[config.mk]
export PLATFORM = sky130hd
export DESIGN_NAME = tms34020_mem_arb_flat
export DESIGN_NICKNAME = d
export VERILOG_FILES = /design/src/rtl/tms34020_mem_arb_if.sv /design/src/rtl/tms34020_mem_arb.sv /design/src/flat_wrapper.sv
export SDC_FILE = /design/constraint.sdc
export NUM_CORES = 1
export LEC_CHECK = 0
export CAP_MARGIN = 20
export CORE_MARGIN = 2
export CORE_UTILIZATION = 35
export DETAILED_ROUTE_END_ITERATION = 8
export PLACE_DENSITY = 0.64
export RECOVER_POWER = 50
export SLEW_MARGIN = 10
export SYNTH_ARGS = -nofsm -noshare
export SYNTH_HDL_FRONTEND = slang
export SYNTH_SLANG_ARGS = --single-unit
[constraint.sdc]
create_clock -name clk -period 3.3 [get_ports clk]
set_input_delay 0.33 -clock clk [delete_from_list [all_inputs] [get_ports clk]]
set_output_delay 0.33 -clock clk [all_outputs]
set_load 0.01 [all_outputs]
[src/rtl/tms34020_mem_arb_if.sv]
// External memory port of the TMS34020 memory-cycle arbiter: one cycle at a time,
// request/ready handshake. The master drives the cycle; the slave returns data and ready.
interface tms34020_mem_arb_if;
    logic        mem_req;
    logic [1:0]  mem_cyc;
    logic [31:0] mem_addr;
    logic [3:0]  mem_be;
    logic [31:0] mem_do;
    logic [31:0] mem_di;
    logic        mem_rdy;

    modport master (
        output mem_req, mem_cyc, mem_addr, mem_be, mem_do,
        input  mem_di, mem_rdy
    );

    modport slave (
        input  mem_req, mem_cyc, mem_addr, mem_be, mem_do,
        output mem_di, mem_rdy
    );
endinterface

[src/rtl/tms34020_mem_arb.sv]
// Memory-cycle arbiter: schedules screen transfers, DRAM refresh and CPU accesses onto the
// single memory port, and owns the refresh timer, refresh row counter and pending requests.
module tms34020_mem_arb (
    input  logic                      clk,
    input  logic                      rst_n,
    input  logic                      en,
    input  logic                      ce_r,
    input  logic                      scrref_run,
    input  logic [31:0]               scrref_addr,
    input  logic [1:0]                rr,
    input  logic                      cpu_req,
    input  logic                      cpu_we,
    input  logic [31:0]               cpu_addr,
    input  logic [3:0]                cpu_be,
    input  logic [31:0]               cpu_di,
    output logic [31:0]               cpu_do,
    output logic                      cpu_ack,
    output logic [15:0]               ref_row,
    output logic                      srt_ovr,
    tms34020_mem_arb_if.master        mem
);

    typedef enum logic {StIdle, StBusy} state_e;

    localparam logic [1:0] CycRd  = 2'b00;
    localparam logic [1:0] CycWr  = 2'b01;
    localparam logic [1:0] CycScr = 2'b10;
    localparam logic [1:0] CycRef = 2'b11;

    state_e      state_q, state_d;
    logic        req_q, req_d;
    logic [1:0]  cyc_q, cyc_d;
    logic [31:0] addr_q, addr_d;
    logic [3:0]  be_q, be_d;
    logic [31:0] wdata_q, wdata_d;
    logic [31:0] cpu_do_q, cpu_do_d;
    logic        ack_q, ack_d;
    logic [6:0]  timer_q, timer_d;
    logic [1:0]  ref_pend_q, ref_pend_d;
    logic [15:0] ref_row_q, ref_row_d;
    logic        srt_pend_q, srt_pend_d;
    logic [31:0] srt_addr_q, srt_addr_d;
    logic        srt_ovr_q, srt_ovr_d;

    logic        tick;
    logic [6:0]  period_m1;
    logic        ref_expire;
    logic        ref_done;
    logic        grant_scr;

    assign tick = en & ce_r;

    always_comb begin
        period_m1 = 7'd0;
        unique case (rr)
            2'b00:   period_m1 = 7'd31;
            2'b01:   period_m1 = 7'd63;
            2'b10:   period_m1 = 7'd127;
            default: period_m1 = 7'd0;
        endcase
    end

    // A timer left above a shortened period wraps at once and counts as an expiry.
    always_comb begin
        timer_d    = timer_q;
        ref_expire = 1'b0;
        if (rr == 2'b11) begin
            timer_d = 7'd0;
        end else if (timer_q >= period_m1) begin
            timer_d    = 7'd0;
            ref_expire = 1'b1;
        end else begin
            timer_d = timer_q + 7'd1;
        end
    end

    always_comb begin
        state_d   = state_q;
        req_d     = req_q;
        cyc_d     = cyc_q;
        addr_d    = addr_q;
        be_d      = be_q;
        wdata_d   = wdata_q;
        cpu_do_d  = cpu_do_q;
        ack_d     = 1'b0;
        ref_done  = 1'b0;
        grant_scr = 1'b0;
        unique case (state_q)
            StIdle: begin
                if (srt_pend_q) begin
                    grant_scr = 1'b1;
                    state_d   = StBusy;
                    req_d     = 1'b1;
                    cyc_d     = CycScr;
                    addr_d    = srt_addr_q;
                    be_d      = 4'hF;
                    wdata_d   = 32'h0;
                end else if (ref_pend_q == 2'd3 || (!cpu_req && ref_pend_q != 2'd0)) begin
                    state_d = StBusy;
                    req_d   = 1'b1;
                    cyc_d   = CycRef;
                    addr_d  = {16'h0000, ref_row_q};
                    be_d    = 4'hF;
                    wdata_d = 32'h0;
                end else if (cpu_req) begin
                    state_d = StBusy;
                    req_d   = 1'b1;
                    cyc_d   = cpu_we ? CycWr : CycRd;
                    addr_d  = cpu_addr;
                    be_d    = cpu_be;
                    wdata_d = cpu_we ? cpu_di : 32'h0;
                end
            end
            StBusy: begin
                if (mem.mem_rdy) begin
                    state_d = StIdle;
                    req_d   = 1'b0;
                    if (cyc_q == CycRd || cyc_q == CycWr) begin
                        ack_d = 1'b1;
                    end
                    if (cyc_q == CycRd) begin
                        cpu_do_d = mem.mem_di;
                    end
                    if (cyc_q == CycRef) begin
                        ref_done = 1'b1;
                    end
                end
            end
            default: state_d = StIdle;
        endcase
    end

    always_comb begin
        ref_pend_d = ref_pend_q;
        if (ref_expire && !ref_done && ref_pend_q != 2'd3) begin
            ref_pend_d = ref_pend_q + 2'd1;
        end else if (ref_done && !ref_expire) begin
            ref_pend_d = ref_pend_q - 2'd1;
        end
        ref_row_d = ref_done ? ref_row_q + 16'd1 : ref_row_q;
    end

    // A request arriving while the slot is being granted refills it without overflow.
    always_comb begin
        srt_pend_d = srt_pend_q & ~grant_scr;
        srt_addr_d = srt_addr_q;
        srt_ovr_d  = srt_ovr_q;
        if (scrref_run) begin
            srt_pend_d = 1'b1;
            srt_addr_d = scrref_addr;
            if (srt_pend_q && !grant_scr) begin
                srt_ovr_d = 1'b1;
            end
        end
    end

    always_ff @(posedge clk or negedge rst_n) begin
        if (!rst_n) begin
            state_q    <= StIdle;
            req_q      <= 1'b0;
            cyc_q      <= 2'b00;
            addr_q     <= 32'h0;
            be_q       <= 4'h0;
            wdata_q    <= 32'h0;
            cpu_do_q   <= 32'h0;
            ack_q      <= 1'b0;
            timer_q    <= 7'd0;
            ref_pend_q <= 2'd0;
            ref_row_q  <= 16'h0;
            srt_pend_q <= 1'b0;
            srt_addr_q <= 32'h0;
            srt_ovr_q  <= 1'b0;
        end else if (en) begin
            // The ack pulse lasts a single clock even when the following edge is not a tick.
            ack_q <= 1'b0;
            if (tick) begin
                state_q    <= state_d;
                req_q      <= req_d;
                cyc_q      <= cyc_d;
                addr_q     <= addr_d;
                be_q       <= be_d;
                wdata_q    <= wdata_d;
                cpu_do_q   <= cpu_do_d;
                ack_q      <= ack_d;
                timer_q    <= timer_d;
                ref_pend_q <= ref_pend_d;
                ref_row_q  <= ref_row_d;
                srt_pend_q <= srt_pend_d;
                srt_addr_q <= srt_addr_d;
                srt_ovr_q  <= srt_ovr_d;
            end
        end
    end

    assign mem.mem_req  = req_q;
    assign mem.mem_cyc  = cyc_q;
    assign mem.mem_addr = addr_q;
    assign mem.mem_be   = be_q;
    assign mem.mem_do   = wdata_q;
    assign cpu_do       = cpu_do_q;
    assign cpu_ack      = ack_q;
    assign ref_row      = ref_row_q;
    assign srt_ovr      = srt_ovr_q;

endmodule

[src/flat_wrapper.sv]
// flat-port wrapper written by rule: the top's interface ports become plain ports
module tms34020_mem_arb_flat 
  (clk, rst_n, en, ce_r, scrref_run, scrref_addr, rr, cpu_req, cpu_we, cpu_addr, cpu_be, cpu_di, cpu_do, cpu_ack, ref_row, srt_ovr, mem_mem_req, mem_mem_cyc, mem_mem_addr, mem_mem_be, mem_mem_do, mem_mem_di, mem_mem_rdy);
  tms34020_mem_arb_if mem_i ();
  input  logic clk;
  input  logic rst_n;
  input  logic en;
  input  logic ce_r;
  input  logic scrref_run;
  input  logic [31:0] scrref_addr;
  input  logic [1:0] rr;
  input  logic cpu_req;
  input  logic cpu_we;
  input  logic [31:0] cpu_addr;
  input  logic [3:0] cpu_be;
  input  logic [31:0] cpu_di;
  output logic [31:0] cpu_do;
  output logic cpu_ack;
  output logic [15:0] ref_row;
  output logic srt_ovr;
  output wire logic [$bits(mem_i.mem_req)-1:0] mem_mem_req;
  output wire logic [$bits(mem_i.mem_cyc)-1:0] mem_mem_cyc;
  output wire logic [$bits(mem_i.mem_addr)-1:0] mem_mem_addr;
  output wire logic [$bits(mem_i.mem_be)-1:0] mem_mem_be;
  output wire logic [$bits(mem_i.mem_do)-1:0] mem_mem_do;
  input wire logic [$bits(mem_i.mem_di)-1:0] mem_mem_di;
  input wire logic [$bits(mem_i.mem_rdy)-1:0] mem_mem_rdy;
  assign mem_mem_req = mem_i.mem_req;
  assign mem_mem_cyc = mem_i.mem_cyc;
  assign mem_mem_addr = mem_i.mem_addr;
  assign mem_mem_be = mem_i.mem_be;
  assign mem_mem_do = mem_i.mem_do;
  assign mem_i.mem_di = mem_mem_di;
  assign mem_i.mem_rdy = mem_mem_rdy;
  tms34020_mem_arb u_core (.clk(clk), .rst_n(rst_n), .en(en), .ce_r(ce_r), .scrref_run(scrref_run), .scrref_addr(scrref_addr), .rr(rr), .cpu_req(cpu_req), .cpu_we(cpu_we), .cpu_addr(cpu_addr), .cpu_be(cpu_be), .cpu_di(cpu_di), .cpu_do(cpu_do), .cpu_ack(cpu_ack), .ref_row(ref_row), .srt_ovr(srt_ovr), .mem(mem_i));
endmodule
Word-level counts from Yosys, hierarchy flattened
Index checks and enable logic that the tools add are counted.
{"block": "word_totals", "elab_cells": 97, "register_bits": 164, "output_inout_bits": 121, "in_bits": 142}
{"block": "classes", "n_mux": 41, "addsub": 4, "n_bitwise": 4, "reduce_logical": 24, "magnitude_cmp": 1, "eq_ne": 9}
{"cell": "$mux W32", "count": 7}
{"cell": "$mux W1", "count": 21}
{"cell": "$pmux W7 S3", "count": 1}
{"cell": "$add A16 B1 Y16 const B", "count": 1}
{"cell": "$mux W7", "count": 2}
{"cell": "$mux W4", "count": 3}
{"cell": "$reduce_and A4 Y1", "count": 3}
{"cell": "$mux W2", "count": 5}
{"cell": "$reduce_and A3 Y1", "count": 3}
{"cell": "$eq A2 B2 Y1 const B", "count": 4}
{"cell": "$add A7 B1 Y7 const B", "count": 1}
{"cell": "$ge A7 B7 Y1", "count": 1}
{"cell": "$logic_and A1 B1 Y1", "count": 5}
{"cell": "$reduce_and A5 Y1", "count": 1}
{"cell": "$eq A2 B1 Y1 const B", "count": 2}
{"cell": "$logic_not A1 Y1", "count": 4}
{"cell": "$logic_not A2 Y1", "count": 2}
{"cell": "$ne A2 B2 Y1 const B", "count": 2}
{"cell": "$ne A4 B2 Y1 const B", "count": 1}
{"cell": "$pmux W1 S2", "count": 2}
{"cell": "$reduce_bool A2 Y1", "count": 2}
{"cell": "$reduce_bool A3 Y1", "count": 1}
{"cell": "$add A2 B1 Y2 const B", "count": 1}
{"cell": "$and A1 B1 Y1", "count": 2}
{"cell": "other kinds (4)", "count": 6}

Longest topological paths before layout
{"block": "logic_depth", "ltp_word": 9, "depth_mapped": 9, "ltp_nobuf": 9}

Least setup slack after synthesis
No wires, ideal clock.
{"block": "synth_path", "kind": "input to register", "startpoint": "input port rr[0]", "endpoint": "register u_core.ref_pend_q[0]", "arrival_ps": 1787, "n_path_buf": 0, "slack_ps": 1435, "cell_stages": 8, "t_required_ps": 3223, "setup_ps": 77, "path_cell_list": "inv_1 > ha_1 > ha_1 > nand2_1 > a2111oi_4 > o2bb2ai_1 > a21o_1 > a21oi_1"}
{"block": "synth_between", "elab_chain_len": 9, "word_cells_on_any_way": 15, "classes_between": "order compare (1); eq/ne (3); mux (4); reduce/logical (7)"}
{"item": "start: declaration", "line_no": "flat_wrapper.sv:11", "source": "input logic [1:0] rr;"}
{"item": "$eq A2 B2 Y1, or another cell as far along", "line_no": "tms34020_mem_arb.sv:55", "source": "unique case (rr)"}
{"item": "$pmux W7 S3", "line_no": "tms34020_mem_arb.sv:55"}
{"item": "$ge A7 B7 Y1", "line_no": "tms34020_mem_arb.sv:69", "source": "end else if (timer_q >= period_m1) begin"}
{"item": "$mux W1", "line_no": "tms34020_mem_arb.sv:69"}
{"item": "$mux W1 *", "line_no": "tms34020_mem_arb.sv:67", "source": "if (rr == 2'b11) begin"}
{"item": "$logic_not A1 Y1 / $logic_and A1 B1 Y1 (equally long branches)", "line_no": "tms34020_mem_arb.sv:137, tms34020_mem_arb.sv:135"}
{"item": "$logic_and A1 B1 Y1, on equally long branches", "line_no": "tms34020_mem_arb.sv:137, tms34020_mem_arb.sv:135"}
{"item": "$reduce_bool A2 Y1 (no line)"}
{"item": "$reduce_and A3 Y1 (no line)"}
{"item": "end signal: assignment", "line_no": "tms34020_mem_arb.sv:186", "source": "ref_pend_q <= ref_pend_d;"}
{"item": "end: declaration", "line_no": "tms34020_mem_arb.sv:39", "source": "logic [1:0] ref_pend_q, ref_pend_d;"}
Mark *: on every way between the ends. The rest lies on a longest branch, timed or not.
A chain may end at the register's enable or synchronous reset.

Final worst setup path
{"block": "layout_path", "startpoint": "input port cpu_req", "endpoint": "register u_core.addr_q[8] (netlist: u_core.mem.mem_addr[8])"}
{"block": "layout_between", "elab_chain_len": 5, "word_cells_on_any_way": 7, "classes_between": "mux (2); reduce/logical (5)"}
{"item": "start: declaration", "line_no": "flat_wrapper.sv:12", "source": "input logic cpu_req;"}
{"item": "$logic_not A1 Y1", "line_no": "tms34020_mem_arb.sv:98", "source": "end else if (ref_pend_q == 2'd3 || (!cpu_req && ref_pend_q != 2'd0)) begin"}
{"item": "$logic_and A1 B1 Y1", "line_no": "tms34020_mem_arb.sv:98"}
{"item": "$logic_or A1 B1 Y1", "line_no": "tms34020_mem_arb.sv:98"}
{"item": "$reduce_bool A3 Y1 (no line) / $mux W32 (equally long branches)"}
{"item": "$reduce_and A4 Y1 (no line) / $mux W32 (equally long branches)"}
{"item": "end signal: assignment", "line_no": "tms34020_mem_arb.sv:180", "source": "addr_q <= addr_d;"}
{"item": "end: declaration", "line_no": "tms34020_mem_arb.sv:33", "source": "logic [31:0] addr_q, addr_d;"}
Parallel ways exist; a longest one is shown, timed or not.

==> results.md <==
* Largest net degree at the start of global routing at 94
* Root Buffer: clkbuf_16
* Crit path buffers/inverters at 2
* Depth of the most critical reg-to-reg path at 3
* Slowest CP cell: o31a_1
* Failing checks: capacitance limit, slew limit
* Final Hold Fails at 0
* Post-cts resize count at 0
* Post-layout util at 0.536
* Hold buffers post-CTS at 0
* Remaining DRCs at 0
* Crit-path max FO at 21
* Total power at 7.47 mW
* Crit path launch: cpu_req
* Worst-Skew Late Latency at between 400 and 500 ps
* # fillers at around 1700
* Vias per cell at around 5
* First-pass DRT Iterations at 4
* Slew margin rel. at -0.585
* Final worst setup slack at around 940 ps
* Top cell type by total area after synthesis: dfrtp_1
* Slew Viols, Final at 94
* Initial Util at 0.356
* Power Density at 718 mW/mm^2
* Slew @ Worst Pin at 2380 ps
* CTS buffer count at 17
* Internal reg-to-reg setup slack at approximately 960 ps
* Critical-path cell list: clkdlybuf4s50_1, inv_1, maj3_2, o31a_1, mux2_2
* H-tree depth at 4
* Fin cells at 1061
* Endpoints failing setup at 0
* First DRT Iteration DRCs at roughly 210
* Fin crit share at 0.714
* Post-CTS repair timing setup buffer count at 0
* Status: finished, violations left
* DP Worst Slack at slightly below 500 ps
* Post-synthesis sequential area ratio at 0.594
* HPWL after DPL at roughly 14 mm
* Cell count after synthesis at between 500 and 600
* Synth cell types at 46
* Net Count, Synth at ~670
* Input/output buffers at roughly 260
* Die height at between 100 and 150 microns
* CP arrival at around 2700 ps
* Max Clock Skew at 12.3 ps
* Placed insts at 1028
* Wire per inst at 17.8 microns
* Io pins at around 260
* Register area at ~0.0041 sq mm
* Top FF cell, synth: dfrtp_1
* Total routed wirelength at around 19 mm
* All-Layer GR Usage at 0.181
* CTS tree: built
* Fmax at approximately 420 MHz
* Layout Nets at between 900 and 1000
* FFs w/ async S/R, synth at 1.00
* Post-synth top area share at 0.594
* Peak VDD IR at roughly 0.34 mV
* Synth area leaders: dfrtp_1 (59%), mux2_2 (13%), a22o_1 (4.1%)
* Area of the multi-input gates at 0.00263 sq mm
* Critical R2R Launch: u_core.state_q$_DFFE_PN0P_
* Yosys reg bits at ~160
* Delay of the slowest cell on the worst path at 910 ps
* Sink Count at between 150 and 200
* First-pass GRT wire length at around 29 mm
* Initial antenna violation count at 1
* Vias in the first global route at 5491
* Lkg Pwr at around 4.7 nW
* Clk slew on worst S/H paths at roughly 70 ps
* Layout cells sized above 1 at 0.162
* Setup TNS at 0 ps
* Row count at a little over 50
* Number of synthesized flops with an enable pin at 0
* CP endpoint kind: register
* DIE AREA at ~0.021 sq mm
* Maxcap violations at 1
* CP required at around 3600 ps
* HP Class: register to register
* Die extent in x at about 140 microns
* Critical Path Source Type: input pin
* RSZ-0062 raised after global routing: false
* DR vias at between 5000 and 6000
* GP Congestion at 0.813
* Maximum root-to-sink buffer count at 2
* Syn_area_per_cell at between 10 and 15 sq um
* RR Endpoint: u_core.mem.mem_addr[8]$_DFFE_PN0P_
* Synthesized area at approximately 0.0069 sq mm
* Crit path to: u_core.mem.mem_addr[8]$_DFFE_PN0P_
* Area Overhead vs Synth at 50.7%
* Antenna Violating Nets Remaining at 0
* Grt ovf at 0
* Minimum clock period at roughly 2400 ps
* Crit path depth at 5
* Critical path class: input pin to register
* YS warnings at 0
* Core box area at about 0.019 sq mm
* CP delay by family, top: compound AO/OA/AOI/OAI gates
## state kept, by name (all words and copies together), names as in the netlist, 2 cells and up
| register | flops |
|---|---|
| u_core.mem.mem_cyc | 2 |
| u_core.ref_pend_q | 2 |
| u_core.cpu_do | 32 |
| u_core.timer_q | 7 |
| u_core.srt_addr_q | 32 |
| u_core.mem.mem_do | 32 |
| u_core.mem.mem_be | 4 |
| u_core.ref_row | 16 |
| u_core.mem.mem_addr | 32 |
## cells in the mapped netlist (all sizes together) (2+ instances only)
cell type and number:
a21o 2, a21oi 3, a221o 16, a22o 32
and2 4, and3 17, and4 4, buf 18
clkbuf 13, dfrtp 164, ha 8, inv 9
mux2 83, mux2i 16, nand2 37, nand3 7
nand4 5, nor2 14, nor3 5, o21ai 21
o22a 4, o2bb2ai 2, o31ai 2, or3 3
xnor2 9, xor2 10
## worst register-to-register path: cells and delay by family (launching register included)
family             cells  cell delay (ps)
muxes                  1              430
and+or+nand+nor        1              390
AOI/OAI and AO/OA      1              920
DFF                    1              480
## how the worst min path moves through the flow
| stage | startpoint | to | slack [ps] | cells past startpoint |
|---|---|---|---|---|
| after CTS | rst_n | u_core.cpu_do[18]$_DFFE_PN0P_ | 30 | 1 |
| after global placement | u_core.srt_ovr$_DFFE_PN0P_ | u_core.srt_ovr$_DFFE_PN0P_ | 450 | 1 |
| after floorplan | rst_n | u_core.cpu_ack$_DFFE_PN0P_ | 30 | 0 |
| after global routing | u_core.srt_ovr$_DFFE_PN0P_ | u_core.srt_ovr$_DFFE_PN0P_ | 500 | 1 |
| final | u_core.srt_ovr$_DFFE_PN0P_ | u_core.srt_ovr$_DFFE_PN0P_ | 470 | 1 |
| after detailed placement | u_core.srt_ovr$_DFFE_PN0P_ | u_core.srt_ovr$_DFFE_PN0P_ | 460 | 1 |
## power breakdown
part	internal (mW)	switching [mW]	total [mW]
combinational	1.45	0.999	2.45
clock	1.24	0.824	2.06
sequential	2.60	0.357	2.96
## per-layer routing
layer,track usage,wire (microns),part of all wire,vias up
met4,0.0618,330,0.017,0
met2,0.304,9330,0.49,180
li1,-,-,-,2419
met5,0,0,0,-
met1,0.216,7650,0.40,2586
met3,0.0649,1600,0.085,18
## area by class of cell
class | count | area share
multi-input cells | 317 | 0.253
flip-flops and latches | 164 | 0.395
diodes | 1 | 0.000240
clock inverters | 11 | 0.0143
inverters | 9 | 0.00325
repair buffers | 273 | 0.259
clock buffers | 21 | 0.0443
well taps | 265 | 0.0319
## cells in the final DEF (no fill, tap or decap), drive strengths merged, types with 2 or more instances in the layout
master / Yosys / routed
o31ai: 2 / 2
nand2: 37 / 37
xor2: 10 / 10
dlygate4sd3: 0 / 53
and3: 17 / 17
dfrtp: 164 / 164
o22a: 4 / 4
ha: 8 / 8
nor2: 14 / 14
bufinv: 0 / 3
clkinv: 0 / 2
clkbuf: 13 / 25
inv: 9 / 12
a21oi: 3 / 3
and4: 4 / 4
nand3: 7 / 7
and2: 4 / 4
a21o: 2 / 2
nor3: 5 / 5
buf: 18 / 8
or3: 3 / 3
xnor2: 9 / 9
a221o: 16 / 16
clkinvlp: 0 / 3
mux2i: 16 / 16
mux2: 83 / 83
o21ai: 21 / 21
a22o: 32 / 32
nand4: 5 / 5
o2bb2ai: 2 / 2
clkdlybuf4s50: 0 / 208
## through the flow
stage | cell area (sq um) | hold slack (ps)
3_3_place_gp | 9810 | 454
5_1_grt | 10400 | 500
6_report | 10400 | 473
2_1_floorplan | 6900 | 34.4
3_5_place_dp | 9810 | 457
4_1_cts | 10400 | 28.5
## cells by family after synthesis
family	Yosys count	share of synthesized area
AOI/OAI and AO/OA	88	0.104
DFF	164	0.594
xor gates and xnor gates	19	0.0241
adders and majority gates	9	0.0161
and+or+nand+nor	102	0.0765
muxes	99	0.159
buffers and inverters	40	0.0261
No activity file was read; power rests on OpenSTA's default activity.
